$ cat src/rtl/loader_pkg.sv
// Shared definitions for the instruction-memory program loader.
//   state_e        : loader FSM states
//   HDR_BYTES      : bytes in the image header (16-bit word count)
//   WORD_BYTES     : bytes per instruction word
//   timeout_width  : counter width able to hold the value TIMEOUT_CYCLES
package loader_pkg;

  typedef enum logic [2:0] {
    HDR,
    DATA,
    WRITE,
    DONE,
    ERR
  } state_e;

  localparam int HDR_BYTES  = 2;
  localparam int WORD_BYTES = 4;

  function automatic int timeout_width(input int cycles);
    return $clog2(cycles + 1);
  endfunction

endpackage

$ cat src/rtl/byte_assembler.sv
// Little-endian byte-to-word assembler.
//   clk_i, rst_i      : clock, synchronous active-high reset
//   clear_i           : drop any partial word, restart at byte 0 (wins over valid_i)
//   valid_i, byte_i   : one accepted byte
//   cnt_o             : index of the byte slot the next byte will fill
//   word_o            : assembled word so far
//   word_nxt_o        : word_o with byte_i already inserted (same-cycle view)
//   word_complete_o   : byte_i is the last byte of a word
// Byte k of a word lands in bits [8k+7:8k]; the header reuses the low half.
module byte_assembler
  import loader_pkg::*;
(
  input  logic        clk_i,
  input  logic        rst_i,
  input  logic        clear_i,
  input  logic        valid_i,
  input  logic [7:0]  byte_i,
  output logic [1:0]  cnt_o,
  output logic [31:0] word_o,
  output logic [31:0] word_nxt_o,
  output logic        word_complete_o
);

  logic [1:0]  cnt_q, cnt_d;
  logic [31:0] word_q, word_d, ins;

  always_comb begin
    ins = word_q;
    ins[8*cnt_q +: 8] = byte_i;
    cnt_d  = cnt_q;
    word_d = word_q;
    if (clear_i) begin
      cnt_d  = '0;
      word_d = '0;
    end else if (valid_i) begin
      cnt_d  = cnt_q + 2'd1;  // wraps to 0 after the 4th byte
      word_d = ins;
    end
  end

  always_ff @(posedge clk_i) begin
    if (rst_i) begin
      cnt_q  <= '0;
      word_q <= '0;
    end else begin
      cnt_q  <= cnt_d;
      word_q <= word_d;
    end
  end

  assign cnt_o           = cnt_q;
  assign word_o          = word_q;
  assign word_nxt_o      = ins;
  assign word_complete_o = valid_i && !clear_i && (cnt_q == 2'(WORD_BYTES - 1));

endmodule

$ cat src/rtl/imem_loader.sv
// Program loader: writer side of the instruction memory.
//   clk, rst           : clock, synchronous active-high reset
//   rx_valid/rx_data   : incoming byte stream; rx_ready accepts a byte
//   wr_en/addr/data    : one-cycle instruction-memory write port
//   cpu_hold           : keeps the core in reset until the image is complete
//   done / error       : sticky completion / abort flags (cleared only by rst)
// Image: 16-bit LE word count N, then N little-endian 32-bit words.
module imem_loader
  import loader_pkg::*;
#(
  parameter int DATA_WIDTH     = 32,
  parameter int ADDRESS_WIDTH  = 12,
  parameter int BASE_ADDR      = 0,
  parameter int TIMEOUT_CYCLES = 1024
) (
  input  logic                     clk,
  input  logic                     rst,
  input  logic                     rx_valid,
  input  logic [7:0]               rx_data,
  output logic                     rx_ready,
  output logic                     wr_en,
  output logic [ADDRESS_WIDTH-1:0] wr_addr,
  output logic [DATA_WIDTH-1:0]    wr_data,
  output logic                     cpu_hold,
  output logic                     done,
  output logic                     error
);

  localparam int DEPTH = 2 ** (ADDRESS_WIDTH - 2);
  localparam int TW    = timeout_width(TIMEOUT_CYCLES);

  state_e                   state_q, state_d;
  logic                     rx_ready_q, rx_ready_d;
  logic [15:0]              n_q, n_d;
  logic [15:0]              idx_q, idx_d;
  logic                     armed_q, armed_d;
  logic [TW-1:0]            to_q, to_d;
  logic [ADDRESS_WIDTH-1:0] addr_q, addr_d;
  logic [DATA_WIDTH-1:0]    data_q, data_d;

  logic        fire;
  logic        asm_clear;
  logic [1:0]  asm_cnt;
  logic [31:0] asm_word;
  logic [31:0] asm_nxt;
  logic        asm_complete;
  logic [15:0] hdr_n;
  logic [31:0] addr_full;

  assign fire      = rx_valid && rx_ready_q;
  assign hdr_n     = asm_nxt[15:0];
  assign addr_full = 32'(BASE_ADDR) + {14'd0, idx_q, 2'b00};

  byte_assembler u_asm (
    .clk_i           (clk),
    .rst_i           (rst),
    .clear_i         (asm_clear),
    .valid_i         (fire),
    .byte_i          (rx_data),
    .cnt_o           (asm_cnt),
    .word_o          (asm_word),
    .word_nxt_o      (asm_nxt),
    .word_complete_o (asm_complete)
  );

  always_comb begin
    state_d   = state_q;
    n_d       = n_q;
    idx_d     = idx_q;
    armed_d   = armed_q;
    to_d      = to_q;
    addr_d    = addr_q;
    data_d    = data_q;
    asm_clear = 1'b0;

    case (state_q)
      HDR: begin
        if (fire) begin
          armed_d = 1'b1;
          if (asm_cnt == 2'(HDR_BYTES - 1)) begin
            // Header consumed straight from the insert path; clear so the
            // first data byte lands in slot 0.
            asm_clear = 1'b1;
            n_d       = hdr_n;
            idx_d     = '0;
            if (hdr_n == 16'd0)          state_d = DONE;
            else if (int'(hdr_n) > DEPTH) state_d = ERR;
            else                          state_d = DATA;
          end
        end
      end
      DATA: begin
        if (asm_complete) begin
          state_d = WRITE;
          data_d  = asm_nxt;
          addr_d  = addr_full[ADDRESS_WIDTH-1:0];
        end
      end
      WRITE: begin
        asm_clear = 1'b1;
        idx_d     = idx_q + 16'd1;
        state_d   = (idx_d == n_q) ? DONE : DATA;
      end
      default: ;
    endcase

    // Inter-byte timeout: only once a load has begun, only while waiting on bytes.
    if (state_q == HDR || state_q == DATA) begin
      if (fire) begin
        to_d = '0;
      end else if (armed_q) begin
        to_d = to_q + TW'(1);
        if (to_d == TW'(TIMEOUT_CYCLES)) state_d = ERR;
      end
    end

    // Registered so rx_ready reads 0 out of reset and drops in lockstep with WRITE.
    rx_ready_d = (state_d == HDR) || (state_d == DATA);
  end

  always_ff @(posedge clk) begin
    if (rst) begin
      state_q    <= HDR;
      rx_ready_q <= 1'b0;
      n_q        <= '0;
      idx_q      <= '0;
      armed_q    <= 1'b0;
      to_q       <= '0;
      addr_q     <= '0;
      data_q     <= '0;
    end else begin
      state_q    <= state_d;
      rx_ready_q <= rx_ready_d;
      n_q        <= n_d;
      idx_q      <= idx_d;
      armed_q    <= armed_d;
      to_q       <= to_d;
      addr_q     <= addr_d;
      data_q     <= data_d;
    end
  end

  assign rx_ready = rx_ready_q;
  assign wr_en    = (state_q == WRITE);
  assign wr_addr  = addr_q;
  assign wr_data  = data_q;
  assign cpu_hold = (state_q != DONE);
  assign done     = (state_q == DONE);
  assign error    = (state_q == ERR);

endmodule
$ cat config.mk
export PLATFORM = sky130hd
export DESIGN_NAME = imem_loader
export DESIGN_NICKNAME = d
export VERILOG_FILES = /design/src/rtl/loader_pkg.sv /design/src/rtl/byte_assembler.sv /design/src/rtl/imem_loader.sv
export SDC_FILE = /design/constraint.sdc
export NUM_CORES = 1
export LEC_CHECK = 0
export ABC_AREA = 1
export CORE_MARGIN = 1
export CORE_UTILIZATION = 57
export DETAILED_ROUTE_END_ITERATION = 10
export PLACE_DENSITY_LB_ADDON = 0.2
export SYNTH_ARGS = -nofsm -noshare
export SYNTH_HDL_FRONTEND = slang
export SYNTH_SLANG_ARGS = --single-unit
$ cat constraint.sdc
create_clock -name clk -period 2.2 [get_ports clk]
set_input_delay 0.22 -clock clk [delete_from_list [all_inputs] [get_ports clk]]
set_output_delay 0.22 -clock clk [all_outputs]
set_load 0.01 [all_outputs]
==> results of run 1 <==
-- power breakdown --
group	total [W]	switching [W]	internal (W)	leakage, nW
clock network	0.00281	0.00100	0.00181	0.290
logic	0.000527	0.000332	0.000194	1.63
registers	0.00234	0.0000336	0.00231	1.01
-- Yosys cell counts, drive strengths merged (2+ instances only) --
master  number
nor3         3
o21ai       91
dfxtp      124
ha           8
clkbuf      19
nand2      144
nand3b       6
o21a         2
nand3       50
xor2         5
inv        103
buf         19
a21oi       80
or2          4
o32ai        4
nor2       101
a22oi        3
a211oi      14
nand4        7
and2         3
o22ai       29
-- state kept, by name, summed over array words and instances, names as in the netlist --
signal	count
u_asm.word_o	32
wr_data	32
idx_q	16
n_q	16
to_q	11
wr_addr	10
state_q	3
u_asm.cnt_o	2
armed_q	1
rx_ready	1
-- worst reg2reg max path, cell delays in order, from the launching register on --
cell and delay (ns):
dfxtp_1 0.33, inv_1 0.06, buf_4 0.14, ha_1 0.18, nand2_1 0.18, nor2_8 0.08, nor2_4 0.14, nand4_4 0.11
nor2_4 0.21, buf_12 0.23, o21ai_0 0.13, a21oi_1 0.15
-- cell type report --
type	count	area [um2]
clock buffer	21	459
clock inverter	11	141
fill	702	2530
inverter	104	393
multi-input combinational	558	2850
sequential	124	2480
tap	133	166
timing repair buffer	90	843
-- final timing paths --
path	from	end	slack, ns	depth (start not counted)
setup reg to reg	u_asm.cnt_o[1]$_SDFFE_PP0P_	wr_data[3]$_SDFFE_PP0P_	0.18	11
hold reg to reg	u_asm.word_o[18]$_SDFFE_PP0P_	u_asm.word_o[18]$_SDFFE_PP0P_	0.47	2
hold / removal	u_asm.word_o[18]$_SDFFE_PP0P_	u_asm.word_o[18]$_SDFFE_PP0P_	0.47	2
setup / recovery	state_q[2]$_SDFF_PP0_	wr_en	0.10	4
-- routing by layer --
layer  vias to the layer above  routed length [um]  share of wire [%]  track usage (%)
met5                         -                   0                  0                0
met4                         0                 457                2.9             16.4
met3                        40                 957                6.1             6.65
met2                       236                7720                 49             53.5
met1                      2691                6550                 42             36.4
li1                       2865                   -                  -                -
-- stage by stage --
step | power [W] | area [um2]
after floorplan | 0.00270 | 5870
after global placement | 0.00287 | 6700
after detailed placement | 0.00289 | 6700
after CTS | 0.00568 | 7310
after global routing | 0.00587 | 7330
final | 0.00568 | 7330
-- cell families (layout without fill, tap and decap cells) --
group                      count (synthesis)  after routing  share of synthesized area, %
AOI/OAI and AO/OA                        224            224                          21.0
xor gates and xnor gates                   6              6                         0.896
adders and majority gates                  8              8                          1.71
DFF                                      124            124                          42.3
other                                      1              2                        0.0639
and+or+nand+nor                          318            318                          24.3
buffers and inverters                    142            226                          9.70
==> results.txt, run 1 <==
Status: completed
CP Buf/Inv Count: 2
Cell taking the most area after synthesis: dfxtp_1
Vias in the first global route: 5488
Synth cell types: 39
Leak: 2.92 nW
Fin crit share: 95.4%
Min cycle time layout: 2.10 ns
DRT antenna net count: 0
Clock Pin Slew Worst Setup and Hold Paths: 0.06 ns
Wirelength per Cell: 15.1 um
Crit path max-delay family: buffers and inverters
Largest net degree at the start of global routing: 43
WHS: 0.469 ns
Num CTS Buffers: 17
Avg Cell Area, Syn: 7.13 um2
Pre-CTS WS: 0.144 ns
Number of synthesized flops with an enable pin: 0
Initial Util: 59.5%
Via-to-Cell Ratio: 5.60
Nets: 914
Ant diodes: 0
Die X: 103 um
Synthesized instance count: 823
Io pins: 60
Core area: 0.00986 mm2
Cts repair resizes: 1
IO Port Bufs: 57
Sink Count: 124
PwrDens: 774 mW/mm2
DR pass1 iterations: 6
CP max stage delay: 0.56 ns
Htree depth: 4
Max FO, Critical Path: 5
Layout cells sized above 1: 11.5%
Max Cap Viol: 0
Crit path cell chain: nor2_4 -> inv_2 -> nor2_4 -> clkdlybuf4s50_1
Drt total wl: 15700 um
Most Frequent Cell on Critical Path: nor2_4
CP max-delay cell: clkdlybuf4s50_1
Sequential area share after synthesis: 42.3%
Hold Crit Class: reg -> reg
Row cnt: 36
Cell Area, Synth: 0.00587 mm2
Post-detail-place hpwl: 10700 um
Total grt overflow: 0
DRC: 0
Setup Skew: 0.00816 ns
CP arrival: 1.88 ns
Cts hold-fix bufs: 0
Worst Path Required: 1.98 ns
Synth top area share: 42.3%
Fin. Hold Viols: 0
Crit path capture type: primary output
Die footprint: 0.0107 mm2
Synth area leaders: dfxtp_1 (42%), nand2_1 (8.9%), o21ai_0 (7.3%), a21oi_1 (6.7%), inv_1 (6.0%)
Via count: 5832
Post-CTS Setup Bufs: 0
RSZ-0062 raised after global routing: false
Setup TNS: 0 ns
Worst IR Drop VDD: 0.433 mV
Async set-or-reset flop fraction in the synthesized netlist: 0%
Initial antenna violation count: 0
Post-route insts no fill: 1041
FMAX: 0.477 GHz
#FFs+latches synth: 124
Layout area overhead: 25.0%
Die height: 103 um
Final WS setup: 0.102 ns
Synth Flop Type: dfxtp_1
Critical Path Source Type: flop
Starting DRT DRC Count: 372
Most frequent cells in the layout: nand2_1 (139), dfxtp_1 (123), inv_1 (94)
Worst-Margin Slew: 0.589 ns
Rel. slew slack: 60.6%
CTS Root Buffer Type: clkbuf_8
Count of final setup violators: 0
First-pass GRT wire length: 25500 um
Kind of critical path: reg -> out
GP Congestion: 0.905
TritonCTS clock tree: yes
Slew Viols, Final: 0
Post-layout util: 74.4%
Clk Latency, worst-skew pair: 0.52 ns
Yosys warnings: 0
Bufs on Longest Clock Path: 2
Placed insts: 1009
Overall Global Routing Usage: 31.1%
Most common cell after layout, fill and taps aside: nand2_1
Note: power is estimated with default switching activity, not from simulation.
==> inputs of run 2 (changes only) <==
CELL_PAD_IN_SITES_DETAIL_PLACEMENT = 0   (was default)
CELL_PAD_IN_SITES_GLOBAL_PLACEMENT = 1   (was default)
CORE_UTILIZATION = 41   (was 57)
==> results.txt, run 2 (synthesized netlist as in run 1, its figures left out) <==
CP max stage delay: 0.58 ns (was 0.56 ns)
Initial Util: 42.1% (was 59.5%)
Die X: 122 um (was 103 um)
Slew Viols, Final: 0 (unchanged)
CP max-delay cell: clkdlybuf4s50_1 (unchanged)
Cts hold-fix bufs: 0 (unchanged)
Via count: 5550 (was 5832)
TritonCTS clock tree: yes (unchanged)
Wirelength per Cell: 13.9 um (was 15.1 um)
Worst IR Drop VDD: 0.480 mV (was 0.433 mV)
Clk Latency, worst-skew pair: 0.41 ns (was 0.52 ns)
Crit path cell chain: nor2_4 -> inv_2 -> nor2_4 -> clkdlybuf4s50_1 (unchanged)
FMAX: 0.484 GHz (was 0.477 GHz)
Fin crit share: 93.9% (was 95.4%)
Post-detail-place hpwl: 11000 um (was 10700 um)
Max FO, Critical Path: 6 (was 5)
Core area: 0.0139 mm2 (was 0.00986 mm2)
Die footprint: 0.0148 mm2 (was 0.0107 mm2)
Nets: 918 (was 914)
Total grt overflow: 0 (unchanged)
Most common cell after layout, fill and taps aside: nand2_1 (unchanged)
Drt total wl: 15200 um (was 15700 um)
Largest net degree at the start of global routing: 45 (was 43)
Starting DRT DRC Count: 305 (was 372)
Most Frequent Cell on Critical Path: nor2_4 (unchanged)
Row cnt: 43 (was 36)
Overall Global Routing Usage: 21.8% (was 31.1%)
Crit path capture type: primary output (unchanged)
Fin. Hold Viols: 0 (unchanged)
CTS Root Buffer Type: clkbuf_16 (was clkbuf_8)
Io pins: 60 (unchanged)
Count of final setup violators: 0 (unchanged)
Ant diodes: 0 (unchanged)
Status: completed (unchanged)
Post-layout util: 53.1% (was 74.4%)
Vias in the first global route: 5121 (was 5488)
DRC: 0 (unchanged)
CP Buf/Inv Count: 2 (unchanged)
Clock Pin Slew Worst Setup and Hold Paths: 0.05 ns (was 0.06 ns)
Leak: 2.91 nW (was 2.92 nW)
Most frequent cells in the layout: nand2_1 (138), dfxtp_1 (124), inv_1 (94) (was nand2_1 (139), dfxtp_1 (123), inv_1 (94))
Sink Count: 124 (unchanged)
PwrDens: 734 mW/mm2 (was 774 mW/mm2)
Critical Path Source Type: flop (unchanged)
GP Congestion: 0.839 (was 0.905)
DR pass1 iterations: 4 (was 6)
Layout cells sized above 1: 12.3% (was 11.5%)
IO Port Bufs: 57 (unchanged)
Hold Crit Class: reg -> reg (unchanged)
Min cycle time layout: 2.06 ns (was 2.10 ns)
Die height: 122 um (was 103 um)
Final WS setup: 0.135 ns (was 0.102 ns)
Bufs on Longest Clock Path: 2 (unchanged)
Layout area overhead: 26.2% (was 25.0%)
Initial antenna violation count: 0 (unchanged)
Via-to-Cell Ratio: 5.08 (was 5.60)
Max Cap Viol: 0 (unchanged)
Kind of critical path: reg -> out (unchanged)
DRT antenna net count: 0 (unchanged)
Crit path max-delay family: buffers and inverters (unchanged)
Setup TNS: 0 ns (unchanged)
Htree depth: 4 (unchanged)
First-pass GRT wire length: 25000 um (was 25500 um)
Num CTS Buffers: 17 (unchanged)
CP arrival: 1.84 ns (was 1.88 ns)
Reg-to-reg setup timing slack: 0.20 ns (was 0.18 ns)
Worst Path Required: 1.98 ns (about the same)
Pre-CTS WS: 0.0844 ns (was 0.144 ns)
Setup Skew: 0.00728 ns (was 0.00816 ns)
## run 2: cell types whose count changed in the layout (fill, tap and decap cells not counted), sizes merged
cell      delta
clkbuf       -1
clkinv       +2
buf          +4
bufinv       -2
clkinvlp     +1
## run 2: area by class of cell
| type | instances | area [um2] |
|---|---|---|
| Clock buffer | 20 | 447 |
| Clock inverter | 12 | 98.8 |
| Fill cell | 1365 | 6530 |
| Inverter | 104 | 393 |
| Multi-Input combinational cell | 558 | 2890 |
| Sequential cell | 124 | 2480 |
| Tap cell | 180 | 225 |
| Timing Repair Buffer | 94 | 873 |
## run 2: final timing paths
check | start | end | depth (start not counted)
setup / recovery | state_q[2]$_SDFF_PP0_ | wr_en | 4
setup reg to reg | u_asm.cnt_o[1]$_SDFFE_PP0P_ | state_q[2]$_SDFF_PP0_ | 15
hold / removal | u_asm.word_o[22]$_SDFFE_PP0P_ | u_asm.word_o[22]$_SDFFE_PP0P_ | 2
hold reg to reg | u_asm.word_o[22]$_SDFFE_PP0P_ | u_asm.word_o[22]$_SDFFE_PP0P_ | 2
## run 2: metrics by stage
stage | total power (W) | area (um2) | hold WS (ns) | instances
floorplan | 0.00270 | 5870 | 0.289 | 824
global placement | 0.00288 | 6760 | 0.447 | 1056
detailed placement | 0.00289 | 6760 | 0.450 | 1056
CTS | 0.00548 | 7310 | 0.460 | 1088
global route | 0.00565 | 7410 | 0.480 | 1092
finish | 0.00544 | 7410 | 0.459 | 1092
## run 2: worst min-delay path: stages, from the launching register on
cell      delay [ns]
dfxtp_1         0.30
inv_1           0.06
a211oi_1        0.06
## run 2: power breakdown
group,switching [W],leakage [nW],internal (W)
combinational,0.000324,1.65,0.000199
sequential,0.0000319,1.01,0.00231
clock,0.00101,0.261,0.00157
## run 2: metal layers
metal	vias up	routed length [um]	track usage [%]	part of all wire, %
met4	0	234	8.10	1.5
met1	2558	7350	27.6	48
met2	92	7110	35.8	47
li1	2881	-	-	-
met5	-	0	0	0
met3	19	468	5.34	3.1
## run 2: timing repair
action | 4_1_cts | 5_1_grt
resized for setup | 1 | 21
pin swaps | 0 | 4
buffers inserted | 0 | 4
endpoints found under the setup margin | 1 | 11
==> inputs of run 3 (changes only) <==
CELL_PAD_IN_SITES_DETAIL_PLACEMENT = 1   (was 0)
CELL_PAD_IN_SITES_GLOBAL_PLACEMENT = 2   (was 1)
CORE_UTILIZATION = 32   (was 41)
==> results.txt, run 3 (synthesized netlist as in run 1, its figures left out) <==
Fin crit share: 94.2% (was 93.9%)
Drt total wl: 18300 um (was 15200 um)
Final Cell Area: 0.00756 mm2 (was 0.00741 mm2)
Status: completed (unchanged)
Die X: 137 um (was 122 um)
Leak: 2.98 nW (was 2.91 nW)
Starting DRT DRC Count: 206 (was 305)
Clock Pin Slew Worst Setup and Hold Paths: 0.06 ns (was 0.05 ns)
FMAX: 0.483 GHz (was 0.484 GHz)
Die footprint: 0.0189 mm2 (was 0.0148 mm2)
Fin. Hold Viols: 0 (unchanged)
GP Congestion: 0.792 (was 0.839)
Setup Skew: 0.00640 ns (was 0.00728 ns)
Setup TNS: 0 ns (unchanged)
Most frequent cells in the layout: nand2_1 (139), dfxtp_1 (122), inv_1 (94) (was nand2_1 (138), dfxtp_1 (124), inv_1 (94))
Layout cells sized above 1: 13.0% (was 12.3%)
Via count: 5733 (was 5550)
Die height: 137 um (was 122 um)
Core area: 0.0180 mm2 (was 0.0139 mm2)
DRC: 0 (unchanged)
Cts hold-fix bufs: 0 (unchanged)
Largest net degree at the start of global routing: 48 (was 45)
Most common cell after layout, fill and taps aside: nand2_1 (unchanged)
Initial Util: 32.7% (was 42.1%)
Max Cap Viol: 0 (unchanged)
Wirelength per Cell: 15.9 um (was 13.9 um)
Layout area overhead: 28.8% (was 26.2%)
Htree depth: 4 (unchanged)
Hold Crit Class: reg -> reg (unchanged)
Crit path capture type: flop (was primary output)
CP arrival: 2.39 ns (was 1.84 ns)
PwrDens: 756 mW/mm2 (was 734 mW/mm2)
IO Port Bufs: 57 (unchanged)
Worst IR Drop VDD: 0.539 mV (was 0.480 mV)
Kind of critical path: reg -> reg (was reg -> out)
Critical Path Source Type: flop (unchanged)
Via-to-Cell Ratio: 4.98 (was 5.08)
Total power draw: 0.00572 W (was 0.00544 W)
Overall Global Routing Usage: 20.3% (was 21.8%)
WHS: 0.469 ns (was 0.459 ns)
Placed inst area: 0.00689 mm2 (was 0.00676 mm2)
Total grt overflow: 0 (unchanged)
Initial antenna violation count: 0 (unchanged)
Ant diodes: 0 (unchanged)
Count of final setup violators: 0 (unchanged)
Post-detail-place hpwl: 13500 um (was 11000 um)
CTS Root Buffer Type: clkbuf_16 (unchanged)
Sink Count: 124 (unchanged)
Min cycle time layout: 2.07 ns (was 2.06 ns)
Max FO, Critical Path: 5 (was 6)
DRT antenna net count: 0 (unchanged)
DR pass1 iterations: 4 (unchanged)
Worst Path Required: 2.51 ns (was 1.98 ns)
TritonCTS clock tree: yes (unchanged)
First-pass GRT wire length: 29300 um (was 25000 um)
Io pins: 60 (unchanged)
Slew Viols, Final: 0 (unchanged)
Row cnt: 49 (was 43)
Bufs on Longest Clock Path: 2 (unchanged)
RSZ-0062 raised after global routing: false
Nets: 929 (was 918)
Vias in the first global route: 5866 (was 5121)
Num CTS Buffers: 17 (unchanged)
Clk Latency, worst-skew pair: 0.42 ns (was 0.41 ns)
[run 3: cell types whose count changed in the layout (fill, tap and decap cells not counted), sizes merged]
cell,before,now
clkinv,8,4
clkinvlp,4,5
bufinv,1,2
inv,103,105
buf,37,48
[run 3: timing repair]
item	4_1_cts	5_1_grt
endpoints found under the setup margin	2	15
pin swaps	0	1
buffers inserted	0	5
gates resized for setup	2	14
[run 3: where the power goes]
group          leakage (nW)  switching (W)  internal [W]  total [W]
combinational          1.70       0.000347      0.000204   0.000551
sequential             1.01      0.0000339       0.00231    0.00234
clock                 0.275        0.00109       0.00173    0.00282
[run 3: path summary, 6_finish.rpt]
| path | start | end | slack (ns) | depth (start not counted) |
|---|---|---|---|---|
| hold reg to reg | u_asm.word_o[17]$_SDFFE_PP0P_ | u_asm.word_o[17]$_SDFFE_PP0P_ | 0.47 | 2 |
| hold / removal | u_asm.word_o[17]$_SDFFE_PP0P_ | u_asm.word_o[17]$_SDFFE_PP0P_ | 0.47 | 2 |
| setup reg to reg | u_asm.cnt_o[0]$_SDFFE_PP0P_ | rx_ready$_SDFF_PP0_ | 0.13 | 15 |
| setup / recovery | u_asm.cnt_o[0]$_SDFFE_PP0P_ | rx_ready$_SDFF_PP0_ | 0.13 | 15 |
[run 3: per-layer routing]
layer / track usage, % / share of wire [%] / vias to the layer above
met4: 7.57 / 2.1 / 0
met5: 0 / 0 / -
li1: - / - / 2887
met3: 4.01 / 2.2 / 26
met1: 24.5 / 46 / 2746
met2: 35.2 / 50 / 74
[run 3: cell type report]
class / instances / area, um2
repair buffers: 105 / 943
inverters: 104 / 393
well taps: 229 / 287
flip-flops and latches: 124 / 2480
clock buffers: 20 / 457
fillers: 2216 / 10400
clock inverters: 12 / 138
multi-input cells: 558 / 2860
[run 3: worst max-delay path: stages (launching register included)]
cell	delay, ns
dfxtp_1	0.34
inv_2	0.04
buf_4	0.14
ha_1	0.26
inv_2	0.10
nand2_1	0.11
nor2_1	0.20
inv_1	0.06
nor2_1	0.13
a21oi_2	0.08
nand3_1	0.09
nor2_1	0.04
nand2_1	0.08
nand3_1	0.10
nand3_1	0.14
nor2_1	0.05
[run 3: through the flow]
step | worst slack [ns] | cells | util, %
6_report | 0.128 | 1152 | 42.1
5_1_grt | 0.00787 | 1152 | 42.1
4_1_cts | 0.0293 | 1147 | 41.7
3_5_place_dp | 0.0317 | 1115 | 38.3
3_3_place_gp | 0.135 | 1115 | 38.3
2_1_floorplan | 0.156 | 824 | -
